===== config.mk =====
export PLATFORM = sky130hd
export DESIGN_NAME = ascii_hex_parser
export DESIGN_NICKNAME = d
export VERILOG_FILES = /design/src/rtl/ascii_hex_pkg.sv /design/src/rtl/ascii_nibble_decode.sv /design/src/rtl/ascii_hex_parser.sv
export SDC_FILE = /design/constraint.sdc
export NUM_CORES = 1
export LEC_CHECK = 0
export ABC_AREA = 1
export CORE_MARGIN = 3
export CORE_UTILIZATION = 43
export DETAILED_ROUTE_END_ITERATION = 7
export MAX_ROUTING_LAYER = met4
export PLACE_DENSITY = 0.67
export SYNTH_ARGS = -nofsm -noshare
export SYNTH_HDL_FRONTEND = slang
export SYNTH_SLANG_ARGS = --single-unit
export TNS_END_PERCENT = 100

===== constraint.sdc =====
create_clock -name clk -period 1.8 [get_ports clk]
set_clock_uncertainty 0.1 [all_clocks]
set_input_delay 0.54 -clock clk [delete_from_list [all_inputs] [get_ports clk]]
set_output_delay 0.54 -clock clk [all_outputs]
set_load 0.02 [all_outputs]

===== src/rtl/ascii_hex_pkg.sv =====
// Shared constants and types for the ASCII hex parsing blocks.
package ascii_hex_pkg;

  localparam logic [7:0] CH_0    = 8'h30;
  localparam logic [7:0] CH_9    = 8'h39;
  localparam logic [7:0] CH_A_UP = 8'h41;
  localparam logic [7:0] CH_F_UP = 8'h46;
  localparam logic [7:0] CH_A_LO = 8'h61;
  localparam logic [7:0] CH_F_LO = 8'h66;
  localparam logic [7:0] CH_SP   = 8'h20;
  localparam logic [7:0] CH_CR   = 8'h0D;
  localparam logic [7:0] CH_LF   = 8'h0A;

  typedef enum logic {
    ACCUM,
    EMIT
  } parser_state_t;

  typedef enum logic [1:0] {
    CLS_DIGIT,
    CLS_TERM,
    CLS_INVALID
  } char_cls_t;

endpackage


===== src/rtl/ascii_nibble_decode.sv =====
// Combinational ASCII character classifier: hex digit value, terminator or invalid.
module ascii_nibble_decode
  import ascii_hex_pkg::*;
#(
  parameter bit         ALLOW_LOWER = 1'b1,
  parameter logic [7:0] DELIM       = 8'h0A
) (
  input  logic [7:0] in_char,
  output logic [3:0] nib,
  output char_cls_t  cls
);

  always_comb begin
    nib = 4'd0;
    cls = CLS_INVALID;
    if (in_char >= CH_0 && in_char <= CH_9) begin
      nib = 4'(in_char - CH_0);
      cls = CLS_DIGIT;
    end else if (in_char >= CH_A_UP && in_char <= CH_F_UP) begin
      nib = 4'(in_char - CH_A_UP + 8'd10);
      cls = CLS_DIGIT;
    end else if (ALLOW_LOWER && in_char >= CH_A_LO && in_char <= CH_F_LO) begin
      nib = 4'(in_char - CH_A_LO + 8'd10);
      cls = CLS_DIGIT;
    end else if (in_char == DELIM || in_char == CH_SP || in_char == CH_CR) begin
      cls = CLS_TERM;
    end
  end

endmodule


===== src/rtl/ascii_hex_parser.sv =====
// Streaming ASCII hex-to-word parser with valid/ready on both sides.
module ascii_hex_parser
  import ascii_hex_pkg::*;
#(
  parameter int unsigned NIBBLES     = 8,
  parameter bit          ALLOW_LOWER = 1'b1,
  parameter logic [7:0]  DELIM       = 8'h0A,
  localparam int unsigned DATA_W     = 4 * NIBBLES,
  localparam int unsigned CNT_W      = $clog2(NIBBLES + 1)
) (
  input  logic              clk,
  input  logic              rst_n,
  input  logic              in_valid,
  output logic              in_ready,
  input  logic [7:0]        in_char,
  output logic              out_valid,
  input  logic              out_ready,
  output logic [DATA_W-1:0] out_data,
  output logic [CNT_W-1:0]  out_count,
  output logic              out_err
);

  parser_state_t     state_q, state_d;
  logic [DATA_W-1:0] acc_q, acc_d;
  logic [CNT_W-1:0]  cnt_q, cnt_d;
  logic              err_q, err_d;
  logic              out_valid_q, out_valid_d;
  logic [DATA_W-1:0] out_data_q, out_data_d;
  logic [CNT_W-1:0]  out_count_q, out_count_d;
  logic              out_err_q, out_err_d;

  logic [3:0]        nib;
  char_cls_t         cls;
  logic [DATA_W-1:0] acc_shift;
  logic [CNT_W-1:0]  cnt_inc;
  logic              emit;
  logic [DATA_W-1:0] emit_data;
  logic [CNT_W-1:0]  emit_count;
  logic              emit_err;

  ascii_nibble_decode #(
    .ALLOW_LOWER(ALLOW_LOWER),
    .DELIM      (DELIM)
  ) u_decode (
    .in_char(in_char),
    .nib    (nib),
    .cls    (cls)
  );

  // Out_valid is high exactly while in EMIT, so it doubles as the input stall.
  assign in_ready  = ~out_valid_q;
  assign out_valid = out_valid_q;
  assign out_data  = out_data_q;
  assign out_count = out_count_q;
  assign out_err   = out_err_q;

  always_comb begin
    state_d     = state_q;
    acc_d       = acc_q;
    cnt_d       = cnt_q;
    err_d       = err_q;
    out_valid_d = out_valid_q;
    out_data_d  = out_data_q;
    out_count_d = out_count_q;
    out_err_d   = out_err_q;
    emit        = 1'b0;
    emit_data   = '0;
    emit_count  = '0;
    emit_err    = 1'b0;
    acc_shift   = (acc_q << 4) | DATA_W'(nib);
    cnt_inc     = cnt_q + CNT_W'(1);

    case (state_q)
      ACCUM: begin
        if (in_valid) begin
          case (cls)
            CLS_DIGIT: begin
              if (cnt_inc == CNT_W'(NIBBLES)) begin
                emit       = 1'b1;
                emit_data  = acc_shift;
                emit_count = cnt_inc;
                emit_err   = err_q;
              end else begin
                acc_d = acc_shift;
                cnt_d = cnt_inc;
              end
            end
            // A bare terminator only produces a word if there is something to report.
            CLS_TERM: begin
              if (cnt_q != '0 || err_q) begin
                emit       = 1'b1;
                emit_data  = acc_q;
                emit_count = cnt_q;
                emit_err   = err_q;
              end
            end
            default: err_d = 1'b1;
          endcase
        end
      end
      EMIT: begin
        if (out_ready) begin
          out_valid_d = 1'b0;
          state_d     = ACCUM;
        end
      end
    endcase

    if (emit) begin
      out_valid_d = 1'b1;
      out_data_d  = emit_data;
      out_count_d = emit_count;
      out_err_d   = emit_err;
      acc_d       = '0;
      cnt_d       = '0;
      err_d       = 1'b0;
      state_d     = EMIT;
    end
  end

  always_ff @(posedge clk or negedge rst_n) begin
    if (!rst_n) begin
      state_q     <= ACCUM;
      acc_q       <= '0;
      cnt_q       <= '0;
      err_q       <= 1'b0;
      out_valid_q <= 1'b0;
      out_data_q  <= '0;
      out_count_q <= '0;
      out_err_q   <= 1'b0;
    end else begin
      state_q     <= state_d;
      acc_q       <= acc_d;
      cnt_q       <= cnt_d;
      err_q       <= err_d;
      out_valid_q <= out_valid_d;
      out_data_q  <= out_data_d;
      out_count_q <= out_count_d;
      out_err_q   <= out_err_d;
    end
  end

endmodule

-- After elaboration in Yosys (flattened, before gate mapping)
Index checks and enable logic that the tools add are counted.
- output and inout bits: 39
- input port bits: 12
- register bits after elaboration: 76
- add/sub/neg operators: 6
- bitwise operators: 2
- equal/unequal tests: 8
- muxes and demuxes: 47
- order comparisons: 6
- reductions and logical operators: 16
- operators by type and width (kind ; number):
    32-bit two-way mux ; 9
    32-bit one-hot mux with 2 select lines ; 1
    4-bit two-way mux ; 12
    32-bit by 4-bit bitwise OR with 32-bit output ; 1
    1-bit two-way mux ; 18
    8-bit by 4-bit equality test with 1-bit output (second input constant) ; 2
    8-bit by 7-bit greater-or-equal comparator with 1-bit output (second input constant) ; 2
    8-bit by 7-bit less-or-equal comparator with 1-bit output (second input constant) ; 2
    4-bit by 1-bit subtractor with 4-bit output (second input constant) ; 3
    4-bit adder (second input constant) ; 2
    8-bit by 6-bit equality test with 1-bit output (second input constant) ; 1
    8-bit by 6-bit greater-or-equal comparator with 1-bit output (second input constant) ; 1
    8-bit by 6-bit less-or-equal comparator with 1-bit output (second input constant) ; 1
    2-bit two-way mux ; 4
    4-bit one-hot mux with 2 select lines ; 1
    2-bit nonzero test ; 4
    4-bit by 1-bit adder with 4-bit output (second input constant) ; 1
    4-bit equality test (second input constant) ; 1
    2-bit by 1-bit inequality test with 1-bit output (second input constant) ; 2
    1-bit one-hot mux with 2 select lines ; 2
    4-bit AND reduction ; 1
    4-bit nonzero test ; 1
    1-bit logical AND ; 3
    1-bit logical OR ; 3
    other kinds (7) ; 7

-- Longest topological paths before layout
- depth after elaboration: 13
- gate-level depth with buffers: 14
- gate-level depth less buffers: 13

-- Hierarchy
Synthesis repeated with hierarchy kept, for this count alone.
- cell total of the unflattened synthesis: 522
- area total of the unflattened synthesis: 4058.9 µm²
- modules (own cells, without submodules) (module ; area each (µm²) ; times used ; cells an instance ; seq. area each (µm²)):
    ascii_hex_parser ; 3799.9 ; 1 ; 481 ; 1901.8
    ascii_nibble_decode ; 259.0 ; 1 ; 41 ; 0.0

-- Least setup slack after synthesis
Ideal clock, no wire load.
- path kind: input -> register
- start: input port in_char[1]
- end: register state_q
- stages: 13
- path buffers: 1
- setup slack: -0.201 ns
- arrival time: 1.771 ns
- library setup time: 0.130 ns
- path through: inv_1 -> ha_1 -> inv_1 -> nand2_1 -> nor2_1 -> nor2_1 -> nand3_1 -> nand2_4 -> nand2_4 -> nand2_1 -> nand2_1 -> buf_2 -> o21ai_0
- word-level cells in the longest chain between the ends: 12
- elaborated cells between the ends (all ways): 24
- classes of those cells: order compare (6); eq/ne (4); mux (8); reduce/logical (6)
- ends and longest elaborated chain (item ; line ; source):
    from (decl) ; ascii_hex_parser.sv:15 ; input logic [7:0] in_char,
    parallel branches: the longest is 6 deep, another holds 8-bit by 7-bit greater-or-equal comparator with 1-bit output ; - ;
    2-bit two-way mux (*) ; ascii_nibble_decode.sv:16 ; if (in_char >= CH_0 && in_char <= CH_9) begin
    2-bit by 1-bit equality test with 1-bit output / 2-bit logical NOT (equally long branches) ; ascii_hex_parser.sv:76 ; case (cls)
    1-bit one-hot mux with 2 select lines (*) ; ascii_hex_parser.sv:76 ;
    1-bit two-way mux (*) ; ascii_hex_parser.sv:75 ; if (in_valid) begin
    1-bit two-way mux (*) ; ascii_hex_parser.sv:73 ; case (state_q)
    1-bit two-way mux (*) ; ascii_hex_parser.sv:109 ; if (emit) begin
    via state_d ; ascii_hex_parser.sv:23 ; parser_state_t state_q, state_d;
    to (signal assigned) ; ascii_hex_parser.sv:132 ; state_q <= state_d;
    to (decl) ; ascii_hex_parser.sv:23 ;
Mark *: on every way through the listed nets, which the timed path passes.
A chain may end at the register's enable or synchronous reset.

-- Worst setup path after layout
- start: register cnt_q[1]
- end: register acc_q[31]
- word-level cells in the longest chain between the ends: 8
- elaborated cells between the ends (all ways): 15
- classes of those cells: add/sub (1); eq/ne (3); mux (6); reduce/logical (5)
- ends and longest elaborated chain (item ; line ; source):
    from (decl) ; ascii_hex_parser.sv:25 ; logic [CNT_W-1:0] cnt_q, cnt_d;
    from (signal assigned) ; ascii_hex_parser.sv:134 ; cnt_q <= cnt_d;
    4-bit by 1-bit adder with 4-bit output / 4-bit nonzero test (equally long branches) ; ascii_hex_parser.sv:71, ascii_hex_parser.sv:90 ;
    4-bit equality test / 1-bit logical OR (equally long branches) ; ascii_hex_parser.sv:78, ascii_hex_parser.sv:90 ;
    1-bit two-way mux, on equally long branches ; ascii_hex_parser.sv:78, ascii_hex_parser.sv:90 ;
    1-bit one-hot mux with 2 select lines ; ascii_hex_parser.sv:76 ;
    1-bit two-way mux ; ascii_hex_parser.sv:75 ;
    1-bit two-way mux ; ascii_hex_parser.sv:73 ;
    2-bit inequality test (no line), or another cell as far along ; - ;
    4-bit AND reduction (no line) ; - ;
    to (signal assigned) ; ascii_hex_parser.sv:124 ; acc_q <= '0;
    to (signal assigned) ; ascii_hex_parser.sv:133 ; acc_q <= acc_d;
    to (decl) ; ascii_hex_parser.sv:24 ; logic [DATA_W-1:0] acc_q, acc_d;
Parallel ways exist; a longest one is shown, timed or not.

==> flow_summary.json <==
{
  "status": "finished with violations",
  "violations": "negative setup slack",
  "syn_inst": 492,
  "leakage_nw": 3.402,
  "rsz0062_at_grt": "yes",
  "antenna_cells": 0,
  "netlist_area_um2": 3855,
  "yosys-top-cells-count": "nand2_1, dfrtp_1, o21ai_0",
  "detail_route.wl_per_cell_um": 22.18,
  "fp.dieW_um": 100.7,
  "clk_pin_slew_worst_paths_ps": 80,
  "insertion_delay_ps": 360,
  "path_cells": "buf_4 -> nand3_4 -> xor2_4 -> nor2_4 -> buf_4 -> inv_4 -> nand4_4 -> buf_12 -> buf_16 -> o21ai_4",
  "antenna_found_initial": 0,
  "start_kind": "flip-flop",
  "synthDominantCellAreaShare_pct": 49.33,
  "startpoint": "cnt_q[1]",
  "hp-class": "flip-flop to flip-flop",
  "clockRootBuffer": "clkbuf_8",
  "vias": 4424,
  "critical_path_arrival_ps": 2320,
  "ios": 51,
  "rr_startpoint": "cnt_q[1]",
  "power.ir.vdd_worst_mv": 0.5004,
  "synthArstFlopShare_pct": 100.0,
  "finalCriticalPeriod_ps": 2130,
  "synth_edf_count": 0,
  "min-delay-start": "out_data[29]",
  "syn_area_per_cell_um2": 7.835,
  "slew_violations": 0,
  "gr-total-overflow": 0,
  "coreArea_um2": 8464,
  "rows": 33,
  "synthTopCellsByArea": "dfrtp_1, nand2_1, o21ai_0, nand3_1, inv_1",
  "hold_violations": 0,
  "via_per_inst": 5.970,
  "synth_top_area_cell": "dfrtp_1",
  "yosysUniqueCellTypes": 25,
  "die_area_um2": 10140,
  "cts_buffers": 9,
  "htreeDepth": 3,
  "clkSinkCount": 76,
  "place_congestion": 0.8692,
  "ant_nets": 0,
  "synth_ff_type": "dfrtp_1",
  "required_ps": 1990,
  "ys_ff_latch": 76,
  "synth_most_common_cell": "nand2_1",
  "min_period_over_period_pct": 118.3,
  "setup_violations": 76,
  "cts.path.max_buffers": 2,
  "fin_setup_tns_ps": -18430,
  "grt_pass1_vias": 4297,
  "drc_errors": 0,
  "drt_iter0_drc": 422,
  "maxCapViolations": 0,
  "power.density_nw_per_um2": 637.3,
  "wirelength_um": 16440,
  "slew_headroom_pct": 71.34,
  "slowest_delay_ps": 440,
  "first_pass_iters": 6,
  "path_max_fanout": 5,
  "nets": 651,
  "critPathSlowestCell": "dfrtp_1",
  "worst_slew_pin_slew_ps": 429.4,
  "yosys_warnings": 0,
  "worstSetupPathType": "flip-flop to flip-flop",
  "portBuffers": 50,
  "yosysSeqAreaShare_pct": 49.33,
  "ff2ff_setup_slack_ps": -330,
  "grt_pass1_wl_um": 22680,
  "place_ws_ps": -864.6,
  "track_usage_pct": 30.01,
  "synth_nets": 512,
  "cts_tree": "done",
  "dp_hpwl_um": 6451,
  "max_freq_mhz": 469.5,
  "critPathCaptureType": "flip-flop",
  "dieHeight_um": 100.7,
  "initial_core_util_pct": 45.54,
  "cp_common_cell": "buf_4",
  "grt_max_degree": 44,
  "syn2layout_area_growth_pct": 76.18,
  "worst_slack_ps": -329.8,
  "drive_gt1_share_pct": 49.84
}
==> worst paths after layout <==
path / to / cells past startpoint
min in group asynchronous: out_data[29] / 2
hold reg to reg: out_data[29] / 2
setup reg to reg: acc_q[31] / 10
max in group asynchronous: out_data[14] / 3
setup / recovery: acc_q[31] / 10
hold / removal: out_data[29] / 2
==> logic make-up (layout without fill, tap and decap cells) <==
group	after synthesis	in the layout	synth area share, %
XOR/XNOR	3	3	0.6817
adder cells (fa/ha/maj)	8	8	2.597
AND/OR/NAND/NOR	252	252	28.30
flip-flops	76	76	49.33
buffers and inverters	73	217	8.406
AO/OA/AOI/OAI	80	80	10.68
==> worst max-delay path, delay by kind of cell (launching register included) <==
kind                      cells  cell delay (ps)
DFF                           1              440
AOI/OAI and AO/OA             1              140
buffers and inverters         5              780
xor gates and xnor gates      1              220
and+or+nand+nor               3              380
==> where the power goes <==
group / internal, mW / switching, mW / total, mW
logic: 0.455 / 0.523 / 0.979
registers: 1.76 / 0.0788 / 1.84
clock network: 0.861 / 0.649 / 1.51
==> per-stage QoR <==
stage          instance area [µm²]  std cells  hold slack (ps)  power (mW)  utilization, %
6_report                      6792        741            391.3       4.328           80.24
5_1_grt                       6792        741            408.4       4.472           80.24
4_1_cts                       6337        736            382.1       4.036           74.87
3_5_place_dp                  4892        670            307.0       2.371           57.80
3_3_place_gp                  4892        670            307.2       2.350           57.80
2_1_floorplan                 3969        492            144.4       2.088               -
==> placed cells by master (no fill, tap or decap), types with 2 or more instances in the layout <==
master,synthesis,final
nand2_2,4,75
dfrtp_1,76,75
nand2_1,176,73
buf_4,1,50
inv_1,46,39
nand3_1,45,38
o21ai_2,0,36
dlygate4sd2_1,0,35
nand2_4,3,33
buf_12,0,20
o21ai_0,67,16
o21ai_1,10,16
buf_6,4,15
clkbuf_8,0,11
buf_16,0,10
o21ai_4,0,9
inv_2,4,7
nor2_1,14,7
clkdlybuf4s15_1,0,7
nor2_4,2,6
ha_4,0,6
nor2_2,1,4
nand3_2,0,4
nand3_4,1,4
nand4_1,4,4
buf_8,0,4
clkbuf_16,0,3
clkbuf_2,0,3
inv_4,0,2
nand2_8,0,2
a21oi_1,2,2
clkbuf_1,5,2
bufinv_16,0,2
clkdlybuf4s50_1,0,2
==> routing by layer <==
| metal | vias up | track usage, % | wire (µm) |
|---|---|---|---|
| met5 | - | - | 0 |
| met4 | 0 | 13.47 | 1115 |
| met3 | 128 | 7.266 | 1280 |
| met2 | 326 | 49.37 | 8219 |
| met1 | 2114 | 34.75 | 5819 |
| li1 | 1856 | - | - |
==> registers in the layout, indices dropped and copies added, names as in the netlist <==
signal     flops
out_count      4
state_q        1
out_valid      1
cnt_q          4
out_err        1
out_data      32
err_q          1
acc_q         32
==> layout make-up <==
type                       count  area (µm²)
clock buffer                  13       158.9
tap                          105       131.4
clock inverter                 3       68.82
timing repair buffer         151        1782
inverter                      50       221.5
multi-input combinational    343        2526
sequential                    76        1903
fill                         445        1673
==> what timing repair did <==
item                                    in CTS  in global routing
pin swaps                                   46                 41
endpoints found under the setup margin     115                 77
hold endpoints to repair                     7                  0
gates cloned                                16                  2
resized for setup                          258                139
hold buffers                                 1                  0
buffers inserted                            35                 11
(Power assumes the default switching activity.)
